===== src/rtl/if_id_buf_pkg.sv =====
// Shared constants and helpers for the fetch/decode skid buffer.
// Imported by if_id_buf.
package if_id_buf_pkg;

    localparam int          IF_ID_XLEN  = 32;
    localparam int          IF_ID_DEPTH = 2;
    localparam int          CNT_W       = 2;
    localparam logic [31:0] INST_NOP    = 32'h0000_0013;

    // Occupancy after one cycle of push/pop (simultaneous push+pop holds).
    function automatic logic [CNT_W-1:0] next_count(
        input logic [CNT_W-1:0] count,
        input logic             push,
        input logic             pop
    );
        logic [CNT_W-1:0] res;
        res = count;
        unique case ({push, pop})
            2'b10:   res = count + CNT_W'(1);
            2'b01:   res = count - CNT_W'(1);
            default: res = count;
        endcase
        return res;
    endfunction

endpackage


===== src/rtl/if_id_buf.sv =====
// 2-entry skid FIFO between fetch and decode.
// Ready signals depend on registered state only; redirects drop all entries.
module if_id_buf
    import if_id_buf_pkg::*;
#(
    parameter int XLEN  = IF_ID_XLEN,
    parameter int DEPTH = IF_ID_DEPTH
) (
    input  logic            clk,
    input  logic            rst,
    input  logic            if_valid,
    input  logic [XLEN-1:0] if_pc,
    input  logic [XLEN-1:0] if_inst,
    input  logic            if_exp_flag,
    output logic            if_ready,
    input  logic            bj_flag,
    input  logic            wb_exp_int_flag,
    input  logic            ex_is_mret_inst,
    output logic            id_valid,
    input  logic            id_ready,
    output logic [XLEN-1:0] id_pc,
    output logic [XLEN-1:0] id_inst,
    output logic            id_exp_flag
);

    logic             wr_ptr;
    logic             rd_ptr;
    logic [CNT_W-1:0] count;

    logic [XLEN-1:0]  mem_pc   [DEPTH];
    logic [XLEN-1:0]  mem_inst [DEPTH];
    logic             mem_exp  [DEPTH];

    logic flush;
    logic full;
    logic empty;
    logic push;
    logic pop;

    assign flush = bj_flag | wb_exp_int_flag | ex_is_mret_inst;
    assign full  = (count == CNT_W'(DEPTH));
    assign empty = (count == '0);

    // Full blocks fetch even when decode pops this cycle: that is the skid slot.
    assign if_ready = ~full & ~rst;
    // Masking on flush keeps decode from consuming a stale head on redirect.
    assign id_valid = ~empty & ~flush & ~rst;

    assign push = if_valid & if_ready & ~flush;
    assign pop  = id_valid & id_ready;

    // Pointer and occupancy state; flush realigns read onto write pointer.
    always_ff @(posedge clk) begin
        if (rst) begin
            wr_ptr <= 1'b0;
            rd_ptr <= 1'b0;
            count  <= '0;
        end else if (flush) begin
            rd_ptr <= wr_ptr;
            count  <= '0;
        end else begin
            if (push) wr_ptr <= ~wr_ptr;
            if (pop)  rd_ptr <= ~rd_ptr;
            count <= next_count(count, push, pop);
        end
    end

    // Entry storage; contents are don't-care until written, so no reset.
    always_ff @(posedge clk) begin
        if (push) begin
            mem_pc[wr_ptr]   <= if_pc;
            mem_inst[wr_ptr] <= if_inst;
            mem_exp[wr_ptr]  <= if_exp_flag;
        end
    end

    // Present the head entry, or a canonical NOP bubble when nothing is valid.
    always_comb begin
        id_pc       = '0;
        id_inst     = XLEN'(INST_NOP);
        id_exp_flag = 1'b0;
        if (id_valid) begin
            id_pc       = mem_pc[rd_ptr];
            id_inst     = mem_inst[rd_ptr];
            id_exp_flag = mem_exp[rd_ptr];
        end
    end

endmodule

===== config.mk =====
export PLATFORM = sky130hd
export DESIGN_NAME = if_id_buf
export DESIGN_NICKNAME = d
export VERILOG_FILES = /design/src/rtl/if_id_buf_pkg.sv /design/src/rtl/if_id_buf.sv
export SDC_FILE = /design/constraint.sdc
export NUM_CORES = 1
export LEC_CHECK = 0
export CAP_MARGIN = 10
export CORE_ASPECT_RATIO = 0.6
export CORE_MARGIN = 3
export CORE_UTILIZATION = 50
export CTS_BUF_LIST = sky130_fd_sc_hd__clkbuf_4
export CTS_CLUSTER_DIAMETER = 50
export CTS_CLUSTER_SIZE = 16
export DETAILED_ROUTE_END_ITERATION = 8
export PLACE_DENSITY = 0.82
export REMOVE_ABC_BUFFERS = 1
export SYNTH_ARGS = -nofsm -noshare
export SYNTH_HDL_FRONTEND = slang
export SYNTH_SLANG_ARGS = --single-unit
export TNS_END_PERCENT = 20

===== constraint.sdc =====
create_clock -name clk -period 6.3 [get_ports clk]
set_clock_uncertainty 0.15 [all_clocks]
set_input_delay 1.26 -clock clk [delete_from_list [all_inputs] [get_ports clk]]
set_output_delay 1.26 -clock clk [all_outputs]
set_load 0.02 [all_outputs]

# Word level (Yosys, flattened, before mapping)
# Memories as Yosys holds them, arrays and structs flattened. A register that Yosys moved wholly into a read port is not among the register bits.
# Cells that the tools add are included.
# W data, S select, Z words.
# classes
addsub,2
n_eq_ne,3
n_mux,14
n_bitwise,14
n_reduce_logical,5
# op_table
op,n
$mux W32,2
$mux W1,11
$and A1 B1 Y1,6
$not A1 Y1,6
$eq A2 B2 Y1 const B,2
$pmux W2 S2,1
$reduce_bool A2 Y1,2
$add A2 B1 Y2 const B,1
$eq A2 B1 Y1 const B,1
$logic_not A2 Y1,1
$or A1 B1 Y1,2
$reduce_and A2 Y1,1
$reduce_or A2 Y1,1
$sub A2 B1 Y2 const B,1
# word_totals
n_memories,3
out_inout_bits,67
mem_bits_rw,130
inputBits,72
reg_bits,4
word_cells,44
# mem_list
memory,words,word_bits,read_ports,rd_clocked_by_memory_dff,write_ports,line,rtl
mem_inst,2,32,1,1,1,if_id_buf.sv:31,logic [XLEN-1:0] mem_inst [DEPTH];
mem_pc,2,32,1,1,1,if_id_buf.sv:30,logic [XLEN-1:0] mem_pc [DEPTH];
mem_exp,2,1,1,1,1,if_id_buf.sv:32,logic mem_exp [DEPTH];

# Logic depth before layout (Yosys ltp)
# logic_depth
depth_word,10
mapped_depth,6
depth_no_buf,6

# Worst setup path after synthesis
# OpenSTA, ideal clock, no wires.
# synth_path
kind,input port to flip-flop
startpoint,input ex_is_mret_inst
endpoint,"memory mem_exp[0], enable pin"
stages,3
n_path_buf,0
t_arrival_ns,4.455
path_slack_ns,1.206
t_required_ns,5.661
setup_ns,0.489
cell_sequence,nor4_4 > nand3_1 > nor2_1
# synth_via
elab_chain_cells,5
# synth_lines
item,line,rtl
"start, declared",if_id_buf.sv:18,"input logic ex_is_mret_inst,"
$or A1 B1 Y1,if_id_buf.sv:40,assign flush = bj_flag | wb_exp_int_flag | ex_is_mret_inst;
$not A1 Y1,if_id_buf.sv:49,assign push = if_valid & if_ready & ~flush;
$and A1 B1 Y1,if_id_buf.sv:49,
$mux W1,if_id_buf.sv:70,if (push) begin
$mux W1 (implied by the code),if_id_buf.sv:73,mem_exp[wr_ptr] <= if_exp_flag;
"end, declared",if_id_buf.sv:32,
# No other way between the ends.

# Final worst setup path
# layout_path
startpoint,input rst
endpoint,output id_inst[27]
# layout_via
elab_chain_cells,3
# layout_lines
item,line,rtl
"start, declared",if_id_buf.sv:10,"input logic rst,"
$not A1 Y1,if_id_buf.sv:47,assign id_valid = ~empty & ~flush & ~rst;
$and A1 B1 Y1,if_id_buf.sv:47,
$mux W32,if_id_buf.sv:82,if (id_valid) begin
"end, declared",if_id_buf.sv:22,"output logic [XLEN-1:0] id_inst,"
# No other way between the ends.

==> run summary <==
Routed Wire Length: 10400 um
Worst rel slew slack: 0.245
Number of endpoints with negative hold slack in the final report: 0
Number of optimization iterations in the first detailed-route pass: 4
Fraction of layout cells with a size suffix above 1: 0.0886
Final nets: 523
PD cells: 246 mW/mm2
Antenna Nets Post-Route: 0
Num rows: 28
Number of remaining DRC errors: 0
Number of flip-flops and latches in the synthesized netlist: 135
Total global routing track utilization: 0.186
CTS Buffer Depth: 2
EDFF count, synth: 130
Cells after synthesis: 303
Count of instances resized after the clock tree is built: 0
Nature of the critical path startpoint: input port
Run status: complete, no violations
Worst path slowest cell: clkdlybuf4s50_1
Top achievable clock speed: 199 MHz
CP dominant cell by count: clkdlybuf4s50_1
Data arrival, critical path: 3.62 ns
IO buf count: 138
I/O Pins: 139
Number of vias in the routed layout: 3037
Primary FF master, synth: edfxtp_1
Sequential element share of the synthesized area: 0.773
Final RePlAce weighted congestion: 0.826
Yosys cell types: 25
Post-CTS repair timing setup buffer count: 0
Max-cap viol count: 0
Setup repair after global routing missed its margin: false
Average cell area after synthesis: 17.1 um2
DIE AREA: 0.0117 mm2
Maximum fanout encountered on the critical timing path: 39
Worst Setup End Kind: output port
Sum Neg Setup Slack: 0 ns
Clock transition at the registers of the reported paths: 0.11 ns
Cell area after synthesis: 0.00518 mm2
Hold_buf cts: 0
Height of the die: 84.8 um
Final Slew Violations: 0
Total CTS buffers: 17
Drt first-iter violations: 149
Shortest clock period the worst path allows after layout: 5.03 ns
Final HPWL from detailed placement: 6740 um
Peak per-stage delay on the critical path: 0.63 ns
First-pass GRT wire length: 16100 um
Reg2Reg Setup Slack: 3.71 ns
Cells along the critical path: clkdlybuf4s50_1 -> nor4_4 -> o21ai_4 -> buf_4 -> nor2_1 -> clkdlybuf4s50_1
Core Footprint: 0.00998 mm2
Relative area change from synthesis to final layout: 35.9%
Delay-heaviest family, CP: buffers and inverters
Hold/Removal Path Class: reg -> reg
CTS tree: yes
Largest net degree at the start of global routing: 66
Clock network latency to the later pin of the worst-skew pair: 0.48 ns
Critical path type: in -> out
Share of flip-flops with an asynchronous set or reset: 0
Root buffer selected by CTS: clkbuf_4
Post-Route Hold Slack: 0.415 ns
Peak VDD IR: 0.159 mV
Transition at the pin with the smallest max-transition slack: 1.13 ns
Leak: 2.21 nW
Deepest level of the CTS H-tree: 4
Die W: 137 um
Via density per instance: 5.08
Number of antenna violations at the first check in global routing: 0
Overflow after GRT: 0
Initial cell density of the core: 0.519
Number of buffer and inverter instances along the worst setup path: 3
Routed length per instance: 17.4 um
Period utilisation layout: 0.799
WP data required: 4.89 ns
Number of clock sinks: 135
Total inserted antenna cells: 0
Number of warning messages in the yosys log: 0
Final count of negative-setup-slack endpoints: 0
Number of global-route vias before repair: 3078
-- state kept, by name, summed over array words and instances, names as in the netlist, named ones only --
signal    cells
wr_ptr        1
count         2
mem_pc       64
mem_inst     64
rd_ptr        1
mem_exp       2
-- cell type report --
class                           instances  area [um2]
Fill cell                             673        2950
Clock buffer                           18         135
Inverter                                2        7.51
Tap cell                              135         169
Sequential cell                       135        4010
Clock inverter                         14         206
Timing Repair Buffer                  141        1430
Multi-Input combinational cell        153        1080
-- cells by family (layout without fill, tap and decap cells) --
| family | after synthesis | in the layout | synth area share |
|---|---|---|---|
| simple gates | 77 | 77 | 0.0623 |
| compound gates | 7 | 7 | 0.00918 |
| buf+inv | 15 | 175 | 0.0222 |
| xor+xnor | 3 | 3 | 0.00507 |
| fa+ha+maj | 1 | 1 | 0.00242 |
| flops | 135 | 135 | 0.773 |
| mux | 65 | 65 | 0.126 |
-- worst min-delay path: cells and delay by family (launching register included) --
| kind | cells | cell delay, ns |
|---|---|---|
| DFF | 1 | 0.38 |
| AOI/OAI and AO/OA | 2 | 0.15 |
-- per-layer routing --
metal / vias to the layer above / share of wire / global-route usage
met1: 1468 / 0.44 / 0.254
met5: - / 0 / 0
li1: 1429 / - / -
met2: 135 / 0.46 / 0.276
met4: 0 / 0.0031 / 0.0625
met3: 5 / 0.096 / 0.0723
-- power breakdown --
group	leakage, nW	internal (W)	total, W	switching (W)
logic	0.819	0.0000527	0.0000770	0.0000243
registers	1.21	0.000988	0.000998	0.0000101
clock network	0.179	0.000357	0.000658	0.000302
-- synthesized netlist by cell type, types with 2 or more instances --
master	instances	area, um2
edfxtp_1	130	3900
nor2_1	67	251
mux2i_1	65	651
buf_2	6	30.0
buf_6	5	56.3
dfxtp_1	5	100
nand2_1	3	11.3
o21ai_0	3	15.0
inv_1	2	7.51
xor2_1	2	17.5
-- cells in the final DEF, fill, tap and decap left out, types with 2 or more instances in the layout --
master	n
buf_12	2
bufinv_16	5
clkbuf_4	18
clkdlybuf4s50_1	138
clkinv_2	4
clkinv_4	2
clkinvlp_4	2
dfxtp_1	4
edfxtp_1	130
inv_1	2
mux2i_1	65
nand2_1	3
nor2_1	65
nor2_4	2
o21ai_0	3
xor2_1	2
-- through the flow --
stage	cell area (um2)	worst slack [ns]	std cells	power, W	util
floorplan	5070	1.21	290	0.00104	-
global route	7040	1.20	598	0.00180	0.705
global placement	6700	1.37	566	0.00109	0.671
finish	7040	1.27	598	0.00173	0.705
detailed placement	6700	1.31	566	0.00110	0.671
CTS	7040	1.30	598	0.00175	0.705
-- final timing paths --
path	end	start	depth (start not counted)
min reg2reg	count[1]	count[1]	2
min	count[1]	count[1]	2
max reg2reg	mem_inst[1][3]	count[0]	4
max	id_inst[27]	rst	6
No activity file was read; power rests on OpenSTA's default activity.
